[config.mk]
export PLATFORM = sky130hd
export DESIGN_NAME = bus_arbiter_rr_flat
export DESIGN_NICKNAME = d
export VERILOG_FILES = /design/src/rtl/bus_pkg.sv /design/src/rtl/bus_arbiter_rr_if.sv /design/src/rtl/rr_pick.sv /design/src/rtl/bus_arbiter_rr.sv /design/src/flat_wrapper.sv
export SDC_FILE = /design/constraint.sdc
export NUM_CORES = 1
export LEC_CHECK = 0
export ABC_AREA = 1
export CORE_UTILIZATION = 30
export CTS_CLUSTER_DIAMETER = 30
export DETAILED_ROUTE_END_ITERATION = 8
export MAX_ROUTING_LAYER = met4
export PLACE_DENSITY = 0.57
export SETUP_SLACK_MARGIN = 0.5
export SKIP_CTS_REPAIR_TIMING = 1
export SLEW_MARGIN = 20
export SYNTH_ARGS = -nofsm -noshare
export SYNTH_HDL_FRONTEND = slang
export SYNTH_HIERARCHICAL = 1
export SYNTH_SLANG_ARGS = --single-unit
[constraint.sdc]
create_clock -name clk -period 4 [get_ports clk]
set_input_delay 0.8 -clock clk [delete_from_list [all_inputs] [get_ports clk]]
set_output_delay 0.8 -clock clk [all_outputs]
set_load 0.02 [all_outputs]
[src/rtl/bus_pkg.sv]
`default_nettype none
// ============================================================================
// Module   : bus_pkg
// Purpose  : Shared definitions for the system bus arbiter and the address
//            translator: arbiter state encoding, arbitration mode constants,
//            fixed bus IDs and a width helper for master-index fields.
// Ports    : none (package)
// Revision : 1.0 - initial multi-master release
// ============================================================================
package bus_pkg;

  // Arbiter FSM states
  typedef enum logic [1:0] {
    ST_IDLE  = 2'd0,
    ST_GRANT = 2'd1,
    ST_DRAIN = 2'd2,
    ST_GAP   = 2'd3
  } arb_state_t;

  // Arbitration modes
  localparam logic ARB_FIXED = 1'b0;  // highest index wins
  localparam logic ARB_RR    = 1'b1;  // round-robin from the pointer

  // Bus IDs, shared with the address translator
  localparam int BUS_ID_ROM = 0;
  localparam int BUS_ID_RAM = 1;
  localparam int BUS_ID_VGA = 2;
  localparam int BUS_ID_PS2 = 3;
  localparam int BUS_ID_ACP = 4;
  localparam int BUS_ID_CPU = 7;

  // Bits needed to hold an index 0..n-1, never less than one
  function automatic int id_width(input int n);
    return (n > 1) ? $clog2(n) : 1;
  endfunction

endpackage
`default_nettype wire

[src/rtl/bus_arbiter_rr_if.sv]
`default_nettype none
// ============================================================================
// Module   : bus_arbiter_rr_if
// Purpose  : Request/grant bundle between the bus masters and the arbiter.
// Signals  : req      - per-master request level
//            bus_wait - slave stall, high while a transfer is in flight
//            ack      - one-hot grant (or zero)
//            bus_busy - high while any ack is high
//            owner    - index of the current/last owner
//            timeout  - one-cycle pulse on watchdog revocation
// Modports : master - requester/bus side (drives req, bus_wait)
//            slave  - arbiter side (drives ack, bus_busy, owner, timeout)
// Revision : 1.0 - initial multi-master release
// ============================================================================
interface bus_arbiter_rr_if #(
  parameter int NUM_MASTERS = 8
);
  localparam int c_id_w = bus_pkg::id_width(NUM_MASTERS);

  logic [NUM_MASTERS-1:0] req;
  logic                   bus_wait;
  logic [NUM_MASTERS-1:0] ack;
  logic                   bus_busy;
  logic [c_id_w-1:0]      owner;
  logic                   timeout;

  modport master (
    output req, bus_wait,
    input  ack, bus_busy, owner, timeout
  );

  modport slave (
    input  req, bus_wait,
    output ack, bus_busy, owner, timeout
  );

endinterface
`default_nettype wire

[src/rtl/rr_pick.sv]
`default_nettype none
// ============================================================================
// Module   : rr_pick
// Purpose  : Combinational winner selection for the bus arbiter.
//            Fixed mode picks the highest eligible index; round-robin mode
//            picks the first eligible index at or above ptr, wrapping to 0.
//            Masked requesters are never eligible.
// Ports    : req   - request vector
//            ptr   - round-robin start index
//            mask  - requesters excluded from selection
//            mode  - ARB_FIXED or ARB_RR
//            valid - at least one eligible requester
//            grant - one-hot winner (zero when !valid)
// Revision : 1.0 - initial multi-master release
// ============================================================================
module rr_pick
  import bus_pkg::*;
#(
  parameter  int NUM_MASTERS = 8,
  localparam int ID_W        = id_width(NUM_MASTERS)
) (
  input  logic [NUM_MASTERS-1:0] req,
  input  logic [ID_W-1:0]        ptr,
  input  logic [NUM_MASTERS-1:0] mask,
  input  logic                   mode,
  output logic                   valid,
  output logic [NUM_MASTERS-1:0] grant
);

  logic [NUM_MASTERS-1:0] w_elig;
  logic                   w_found;

  assign w_elig = req & ~mask;
  assign valid  = |w_elig;

  always_comb begin
    grant   = '0;
    w_found = 1'b0;
    if (mode == ARB_FIXED) begin
      for (int i = NUM_MASTERS - 1; i >= 0; i--) begin
        if (!w_found && w_elig[i]) begin
          grant[i] = 1'b1;
          w_found  = 1'b1;
        end
      end
    end else begin
      // First pass covers ptr..N-1, second pass supplies the wrap to 0.
      for (int i = 0; i < NUM_MASTERS; i++) begin
        if (!w_found && w_elig[i] && (i >= int'(ptr))) begin
          grant[i] = 1'b1;
          w_found  = 1'b1;
        end
      end
      for (int i = 0; i < NUM_MASTERS; i++) begin
        if (!w_found && w_elig[i]) begin
          grant[i] = 1'b1;
          w_found  = 1'b1;
        end
      end
    end
  end

endmodule
`default_nettype wire

[src/rtl/bus_arbiter_rr.sv]
`default_nettype none
// ============================================================================
// Module   : bus_arbiter_rr
// Purpose  : N-master arbiter for the shared system bus. Grants one master
//            at a time (fixed priority or round-robin), holds the grant until
//            the owner drops req and the slave stops stalling, then keeps all
//            acks low for TURNAROUND cycles before the next owner.
// Ports    : clk     - system clock, rising edge
//            reset_L - asynchronous active-low reset
//            bus     - bus_arbiter_rr_if.slave (req, bus_wait in;
//                      ack, bus_busy, owner, timeout out)
// Options  : ARB_TIMEOUT_EN - enables the MAX_HOLD watchdog with per-master
//            masking; when undefined, timeout is constantly 0.
// Revision : 1.0 - initial multi-master release
// ============================================================================
module bus_arbiter_rr
  import bus_pkg::*;
#(
  parameter int NUM_MASTERS = 8,
  parameter int ARB_MODE    = 0,
  parameter int TURNAROUND  = 1,
  parameter int MAX_HOLD    = 256
) (
  input logic             clk,
  input logic             reset_L,
  bus_arbiter_rr_if.slave bus
);

  localparam int c_id_w  = id_width(NUM_MASTERS);
  localparam int c_gap_w = id_width(TURNAROUND);

  if (TURNAROUND < 1) begin : g_bad_turnaround
    $error("bus_arbiter_rr: TURNAROUND must be at least 1");
  end
  if (MAX_HOLD < 1) begin : g_bad_max_hold
    $error("bus_arbiter_rr: MAX_HOLD must be at least 1");
  end

  arb_state_t             r_state, w_state_n;
  logic [NUM_MASTERS-1:0] r_ack, w_ack_n;
  logic                   r_busy;
  logic [c_id_w-1:0]      r_owner, w_owner_n;
  logic [c_id_w-1:0]      r_ptr, w_ptr_n;
  logic [c_gap_w-1:0]     r_gap, w_gap_n;
  logic                   r_timeout, w_timeout_n;

  logic                   w_arb;
  logic                   w_valid;
  logic [NUM_MASTERS-1:0] w_win;
  logic [c_id_w-1:0]      w_win_idx;
  logic [NUM_MASTERS-1:0] w_mask;
  logic                   w_hold_exp;
  logic                   w_mode;

  assign w_mode = (ARB_MODE == 1) ? ARB_RR : ARB_FIXED;

  rr_pick #(
    .NUM_MASTERS(NUM_MASTERS)
  ) u_pick (
    .req  (bus.req),
    .ptr  (r_ptr),
    .mask (w_mask),
    .mode (w_mode),
    .valid(w_valid),
    .grant(w_win)
  );

  always_comb begin
    w_win_idx = '0;
    for (int i = 0; i < NUM_MASTERS; i++) begin
      if (w_win[i]) w_win_idx = c_id_w'(i);
    end
  end

  // Next-state and output logic
  always_comb begin
    w_state_n   = r_state;
    w_ack_n     = r_ack;
    w_owner_n   = r_owner;
    w_ptr_n     = r_ptr;
    w_gap_n     = r_gap;
    w_timeout_n = 1'b0;
    w_arb       = 1'b0;

    unique case (r_state)
      ST_IDLE: w_arb = 1'b1;

      ST_GRANT: begin
        if (!bus.req[r_owner]) begin
          // A stall seen on the release edge wins: finish the transfer first.
          if (bus.bus_wait) begin
            w_state_n = ST_DRAIN;
          end else begin
            w_ack_n   = '0;
            w_gap_n   = '0;
            w_state_n = ST_GAP;
          end
        end else if (w_hold_exp && !bus.bus_wait) begin
          w_ack_n     = '0;
          w_gap_n     = '0;
          w_timeout_n = 1'b1;
          w_state_n   = ST_GAP;
        end
      end

      ST_DRAIN: begin
        if (!bus.bus_wait) begin
          w_ack_n   = '0;
          w_gap_n   = '0;
          w_state_n = ST_GAP;
        end
      end

      ST_GAP: begin
        if (r_gap == c_gap_w'(TURNAROUND - 1)) w_arb = 1'b1;
        else                                   w_gap_n = r_gap + 1'b1;
      end

      default: begin
        w_ack_n   = '0;
        w_state_n = ST_IDLE;
      end
    endcase

    if (w_arb) begin
      if (w_valid) begin
        w_state_n = ST_GRANT;
        w_ack_n   = w_win;
        w_owner_n = w_win_idx;
        w_ptr_n   = (w_win_idx == c_id_w'(NUM_MASTERS - 1)) ? '0 : w_win_idx + 1'b1;
      end else begin
        w_state_n = ST_IDLE;
        w_ack_n   = '0;
      end
    end
  end

  always_ff @(posedge clk or negedge reset_L) begin
    if (!reset_L) begin
      r_state   <= ST_IDLE;
      r_ack     <= '0;
      r_busy    <= 1'b0;
      r_owner   <= '0;
      r_ptr     <= '0;
      r_gap     <= '0;
      r_timeout <= 1'b0;
    end else begin
      r_state   <= w_state_n;
      r_ack     <= w_ack_n;
      r_busy    <= |w_ack_n;
      r_owner   <= w_owner_n;
      r_ptr     <= w_ptr_n;
      r_gap     <= w_gap_n;
      r_timeout <= w_timeout_n;
    end
  end

`ifdef ARB_TIMEOUT_EN
  localparam int c_hold_w = id_width(MAX_HOLD);

  logic [c_hold_w-1:0]    r_hold;
  logic [NUM_MASTERS-1:0] r_mask;

  // Counter saturates at MAX_HOLD-1, so the MAX_HOLD-th held cycle expires.
  assign w_hold_exp = (r_hold == c_hold_w'(MAX_HOLD - 1));
  assign w_mask     = r_mask;

  always_ff @(posedge clk or negedge reset_L) begin
    if (!reset_L) begin
      r_hold <= '0;
      r_mask <= '0;
    end else begin
      if (r_state == ST_GRANT || r_state == ST_DRAIN) begin
        if (!w_hold_exp) r_hold <= r_hold + 1'b1;
      end else begin
        r_hold <= '0;
      end
      // A revoked master stays masked until its req is sampled low;
      // r_ack is still the owner's one-hot on the revoking edge.
      r_mask <= (r_mask & bus.req) | (w_timeout_n ? r_ack : '0);
    end
  end
`else
  assign w_hold_exp = 1'b0;
  assign w_mask     = '0;
`endif

  assign bus.ack      = r_ack;
  assign bus.bus_busy = r_busy;
  assign bus.owner    = r_owner;
  assign bus.timeout  = r_timeout;

endmodule
`default_nettype wire

[src/flat_wrapper.sv]
// flat-port wrapper written by rule: the top's interface ports become plain ports
module bus_arbiter_rr_flat import bus_pkg::*;
#(
  parameter int NUM_MASTERS = 8,
  parameter int ARB_MODE    = 0,
  parameter int TURNAROUND  = 1,
  parameter int MAX_HOLD    = 256
)
  (clk, reset_L, bus_req, bus_bus_wait, bus_ack, bus_bus_busy, bus_owner, bus_timeout);
  bus_arbiter_rr_if #(.NUM_MASTERS(NUM_MASTERS)) bus_i ();
  input logic clk;
  input logic reset_L;
  input wire logic [$bits(bus_i.req)-1:0] bus_req;
  input wire logic [$bits(bus_i.bus_wait)-1:0] bus_bus_wait;
  output wire logic [$bits(bus_i.ack)-1:0] bus_ack;
  output wire logic [$bits(bus_i.bus_busy)-1:0] bus_bus_busy;
  output wire logic [$bits(bus_i.owner)-1:0] bus_owner;
  output wire logic [$bits(bus_i.timeout)-1:0] bus_timeout;
  assign bus_i.req = bus_req;
  assign bus_i.bus_wait = bus_bus_wait;
  assign bus_ack = bus_i.ack;
  assign bus_bus_busy = bus_i.bus_busy;
  assign bus_owner = bus_i.owner;
  assign bus_timeout = bus_i.timeout;
  bus_arbiter_rr #(.NUM_MASTERS(NUM_MASTERS), .ARB_MODE(ARB_MODE), .TURNAROUND(TURNAROUND), .MAX_HOLD(MAX_HOLD)) u_core (.clk(clk), .reset_L(reset_L), .bus(bus_i));
endmodule
==> results of run 1 <==
==> power groups by stage <==
stage	clock network, mW	registers (mW)	logic (mW)
after CTS	0.127	0.326	0.802
final	0.122	0.326	0.799
after detailed placement	0	0.328	0.798
after global placement	0	0.328	0.797
after floorplan	0	0.379	0.508
after global routing	0.132	0.341	0.910
==> cell usage after synthesis, types with 2 or more instances <==
cell	instances	area (um^2)
dfrtp_1	18	450
nand4_1	3	18.8
nor2_4	2	22.5
nor2_2	2	12.5
a21oi_2	8	70.1
nor2_1	32	120
inv_2	6	22.5
nand3_1	13	65.1
nand4_2	2	25.0
a31oi_1	3	18.8
nand2_2	2	12.5
ha_1	6	75.1
or2_2	2	12.5
nand2_1	53	199
a21oi_1	8	40.0
clkinv_1	4	15.0
o21ai_0	14	70.1
inv_1	52	195
==> registers in the layout, summed over array words and instances (netlist names) <==
register             count
u_core/bus.ack           8
u_core/bus.bus_busy      1
u_core/bus.owner         3
u_core/r_gap             1
u_core/r_ptr             3
u_core/r_state           2
==> placed cells by master, fill, tap and decap left out, drive strengths merged, types with 3 or more instances in the layout <==
cell type      synthesis  final
inv                   58     58
nand2                 56     56
nor2                  36     36
clkdlybuf4s50          0     22
dfrtp                 18     18
conb                   1     17
a21oi                 16     16
o21ai                 15     15
nand3                 14     14
ha                     6      6
nand4                  5      5
clkinv                 4      4
clkbuf                 0      3
a31oi                  3      3
or2                    3      3
==> cell type report <==
class / instances / area, um^2
Clock buffer: 3 / 41.3
Fill cell: 557 / 2870
Inverter: 62 / 233
Multi-Input combinational cell: 176 / 910
Sequential cell: 18 / 450
Tap cell: 67 / 83.8
Timing Repair Buffer: 23 / 228
==> path summary, 6_finish.rpt <==
check | start | end | slack, ns | cells past startpoint
min reg2reg | u_core/r_gap | u_core/r_gap | 0.50 | 2
min in group asynchronous | reset_L | u_core/r_gap | 1.02 | 1
min | u_core/r_gap | u_core/r_gap | 0.50 | 2
max | bus_req[7] | u_core/r_ptr[0] | 0.83 | 20
max reg2reg | u_core/r_state[0] | u_core/r_ptr[0] | 2.13 | 7
max in group asynchronous | reset_L | u_core/r_ptr[0] | 2.47 | 1
==> stage by stage <==
step | cell area, um^2 | instances | utilization, %
6_report | 1950 | 349 | 40.4
5_1_grt | 1950 | 349 | 40.4
4_1_cts | 1940 | 349 | 40.2
3_5_place_dp | 1890 | 346 | 39.3
3_3_place_gp | 1890 | 346 | 39.3
2_1_floorplan | 1600 | 258 | -
==> logic make-up after synthesis <==
group / share of synthesized area (%)
fa+ha+maj: 4.89
other cells: 0.244
compound gates: 15.6
flops: 29.3
simple gates: 33.9
buf+inv: 16.0
==> worst max-delay path, delay by kind of cell <==
family / cells / cell delay [ns]
adder cells (fa/ha/maj): 2 / 0.38
buffers and inverters: 4 / 0.71
AND/OR/NAND/NOR: 9 / 0.92
AO/OA/AOI/OAI: 5 / 0.55
==> per-layer routing <==
metal	GRT usage [%]	up-vias
met1	20.9	659
met3	0.823	2
li1	-	807
met4	5.13	0
met2	21.8	34
met5	-	-
==> qor.csv, run 1 <==
metric,value,unit
outcome,completed,
die area,5410,um^2
Clock Skew,0.00261,ns
clk root buf,clkbuf_8,
"Seq/Total Area, Yosys",29.3,%
final slew viol count,0,
setup_tns,0,ns
Total Power,1.25,mW
cell mode on critical path,nand2_1,
area grow syn2layout,26.7,%
Vias,1502,
"Reg clk slew, reported paths",0.06,ns
Post-synth EDFFs,0,
Congestion Overflow GR,0,
RSZ-0062 raised after global routing,no,
layout cells sized above 1,12.1,%
Clock Sinks,18,
leakage power,1.04,nW
H-tree levels,1,
first-pass GRT wire length,6.02,mm
GP Congestion,0.937,
crit path time final,3.17,ns
Initial Util,31.9,%
Die H,73.5,um
"worst slack, placed",0.526,ns
drc violations,0,
CTS tree,done,
worst-path cell chain,"clkdlybuf4s50_1, inv_1, nor2_1, inv_2, o21ai_1, nor2_1, inv_1, nor2_2, nand2_1, nor2_2, nand2_1, a22oi_2, a21oi_1, o21ai_0, nand2_1, nand2_1, ha_1, ha_1, or2_0, o21ai_1",
Die X,73.5,um
Detail Route met2 WL,1.50,mm
DR vias/cell,4.30,
Final setup viols,0,
most used flip-flop cell after synthesis,dfrtp_1,
Reg power frac,26.1,%
mean post-synth cell area,6.34,um^2
critical path launch point type,primary input,
final hold vios,0,
antenna cells,0,
cts bufs inserted,3,
core area,4820,um^2
Hold Crit Class,reg -> reg,
Nets,301,
clk_lat worst skew,0.25,ns
I/O Buffers,22,
Sw Ratio,49.4,%
critical path endpoint category,flip-flop,
num ports,24,
Rel. slew slack,45.5,%
logic gate share of total power,64.1,%
Pint,631,uW
Max Cap Violations,0,
"slowest stage delay, CP",0.48,ns
Synth Cell Area,1540,um^2
Antenna Violating Nets Remaining,0,
Syn. warnings,6,
asr flop ratio synth,100,%
peak supply drop,0.352,mV
Worst Tran Pin Value,0.815,ns
net switching power,616,uW
routed length per placed instance,10.1,um
antenna violations before repair,0,
Longest Clk Path Bufs,2,
PD cells,641,nW/um^2
Seq cells post-synth,18,
largest net degree at the start of global routing,19,
CP arrival,3.35,ns
number of global-route vias before repair,1380,
max layer used,met4,
hpwl dp,2.81,mm
met1 WL,1.83,mm
CP max FO,5,
routed wire length,3.51,mm
met3 WL post-DR,149,um
DR iter-0 viols,172,
Tcrit/Tclk final,79.3,%
critical setup path kind,in -> reg,
final hold slack,0.503,ns
Unique masters post-synth,30,
clock power share,9.8,%
FMAX,315,MHz
WP data required,4.18,ns
Placement Rows,25,
all-layer global routing usage,14.6,%
post-synthesis cell count,242,
CP max-delay cell,clkdlybuf4s50_1,
First-pass DRT Iterations,4,
post-route setup slack,0.828,ns
(Power assumes the default switching activity.)
==> run 2, diff against run 1 <==
--- a/config.mk
+++ b/config.mk
@@ -10,7 +10,7 @@
 export CTS_CLUSTER_DIAMETER = 30
 export DETAILED_ROUTE_END_ITERATION = 8
 export MAX_ROUTING_LAYER = met4
-export PLACE_DENSITY = 0.57
+export PLACE_DENSITY = 0.58
 export SETUP_SLACK_MARGIN = 0.5
 export SKIP_CTS_REPAIR_TIMING = 1
 export SLEW_MARGIN = 20
==> constraint.sdc (replaced) <==
create_clock -name clk -period 2.65 [get_ports clk]
set_input_delay 0.53 -clock clk [delete_from_list [all_inputs] [get_ports clk]]
set_output_delay 0.53 -clock clk [all_outputs]
set_load 0.02 [all_outputs]
==> qor.csv, run 2 (same netlist as run 1, synthesis figures left out) <==
metric,value,unit
Nets,333,
antenna cells,0,
cts bufs inserted,3,
final hold vios,0,
Global Route met2 Usage,23.3,%
CP arrival,2.55,ns
Vias,1602,
Clock Sinks,18,
RSZ-0062 raised after global routing,yes,
area of the multi-input gates,996,um^2
DR iter-0 viols,119,
die area,5410,um^2
critical path endpoint category,flip-flop,
Max Cap Violations,0,
Placement Rows,25,
CP startpoint,bus_req[7],
Initial Util,31.9,%
Fill cells,504,
Top Usage Layer GRT,met2,
max reg flops,8,
R2R setup slack,0.77,ns
Tcrit/Tclk final,89.3,%
"Reg clk slew, reported paths",0.07,ns
H-tree levels,1,
Longest Clk Path Bufs,2,
"commonest non-fill, non-tap cell in the layout",nand2_1,
layout cells sized above 1,27.9,%
GP Congestion,0.933,
Die X,73.5,um
Die H,73.5,um
routing usage on met1,21.5,%
antenna violations before repair,0,
outcome,completed,
largest net degree at the start of global routing,19,
CP max FO,2,
routed wire length,3.76,mm
leakage power,1.25,nW
Register Area,450,um^2
First-pass DRT Iterations,4,
clk root buf,clkbuf_8,
hpwl dp,2.93,mm
critical path launch point type,primary input,
number of global-route vias before repair,1450,
routed length per placed instance,9.84,um
critical setup path kind,in -> reg,
area grow syn2layout,50.0,%
CTS tree,done,
met3 Resource Use GR,1.10,%
Final setup viols,0,
fin util,47.8,%
core area,4820,um^2
I/O Buffers,22,
drc violations,0,
num ports,24,
FMAX,422,MHz
crit path time final,2.37,ns
most frequent cells in the layout,"49 x nand2_1, 48 x inv_1, 33 x buf_4",
PD cells,927,nW/um^2
final slew viol count,0,
clk_lat worst skew,0.25,ns
peak supply drop,0.498,mV
worst reg2reg startpoint,u_core/r_state[0],
Hold Startpoint,u_core/r_gap,
DR vias/cell,4.19,
Clock Skew,0.00107,ns
all-layer global routing usage,15.3,%
WP data required,2.83,ns
first-pass GRT wire length,6.33,mm
Congestion Overflow GR,0,
Antenna Violating Nets Remaining,0,
setup_tns,0,ns
Hold Crit Class,reg -> reg,
[run 2: final cells by class]
| cell class | instances | share of cell area (%) |
|---|---|---|
| repair buffers | 55 | 20.9 |
| multi-input cells | 176 | 43.3 |
| well taps | 67 | 3.64 |
| inverters | 62 | 10.2 |
| flip-flops and latches | 18 | 19.6 |
| clock buffers | 4 | 2.39 |
[run 2: final timing paths]
check / endpoint / cells past startpoint
setup reg to reg: u_core/r_ptr[1] / 7
min in group asynchronous: u_core/r_gap / 2
hold reg to reg: u_core/r_gap / 2
max in group asynchronous: u_core/bus.ack[5] / 2
setup / recovery: u_core/r_ptr[1] / 19
hold / removal: u_core/r_gap / 2
[run 2: stage by stage]
step / setup slack, ns / cells / hold slack, ns / total power, mW / cell area (um^2)
floorplan: 0.554 / 258 / 0.234 / 1.36 / 1640
global route: 0.153 / 382 / 0.531 / 2.35 / 2300
CTS: -0.0508 / 375 / 0.517 / 2.06 / 2180
finish: 0.283 / 382 / 0.511 / 2.14 / 2300
global placement: -0.256 / 371 / 0.502 / 1.81 / 2130
detailed placement: -0.314 / 371 / 0.506 / 1.82 / 2130
[run 2: power by group]
group	switching, mW	internal, mW
clock	0.0917	0.132
sequential	0.0937	0.397
combinational	0.812	0.609
[run 2: critical path, stage by stage]
cell and delay [ns]:
buf_6 0.10, inv_4 0.04, nor2_4 0.03, inv_2 0.05
o21ai_2 0.05, nor2_1 0.11, inv_1 0.08, nor2_4 0.10
nand2_2 0.07, a211oi_2 0.25, inv_1 0.10, a21oi_2 0.13
o21ai_1 0.08, nand2_1 0.08, nand2_2 0.07, ha_4 0.17
ha_4 0.14, or2_1 0.24, o21ai_1 0.13
[run 2: routing by layer]
metal / vias to the layer above / wire (um)
li1: 866 / -
met5: - / 0
met2: 30 / 1690
met1: 702 / 1880
met4: 0 / 49
met3: 4 / 138
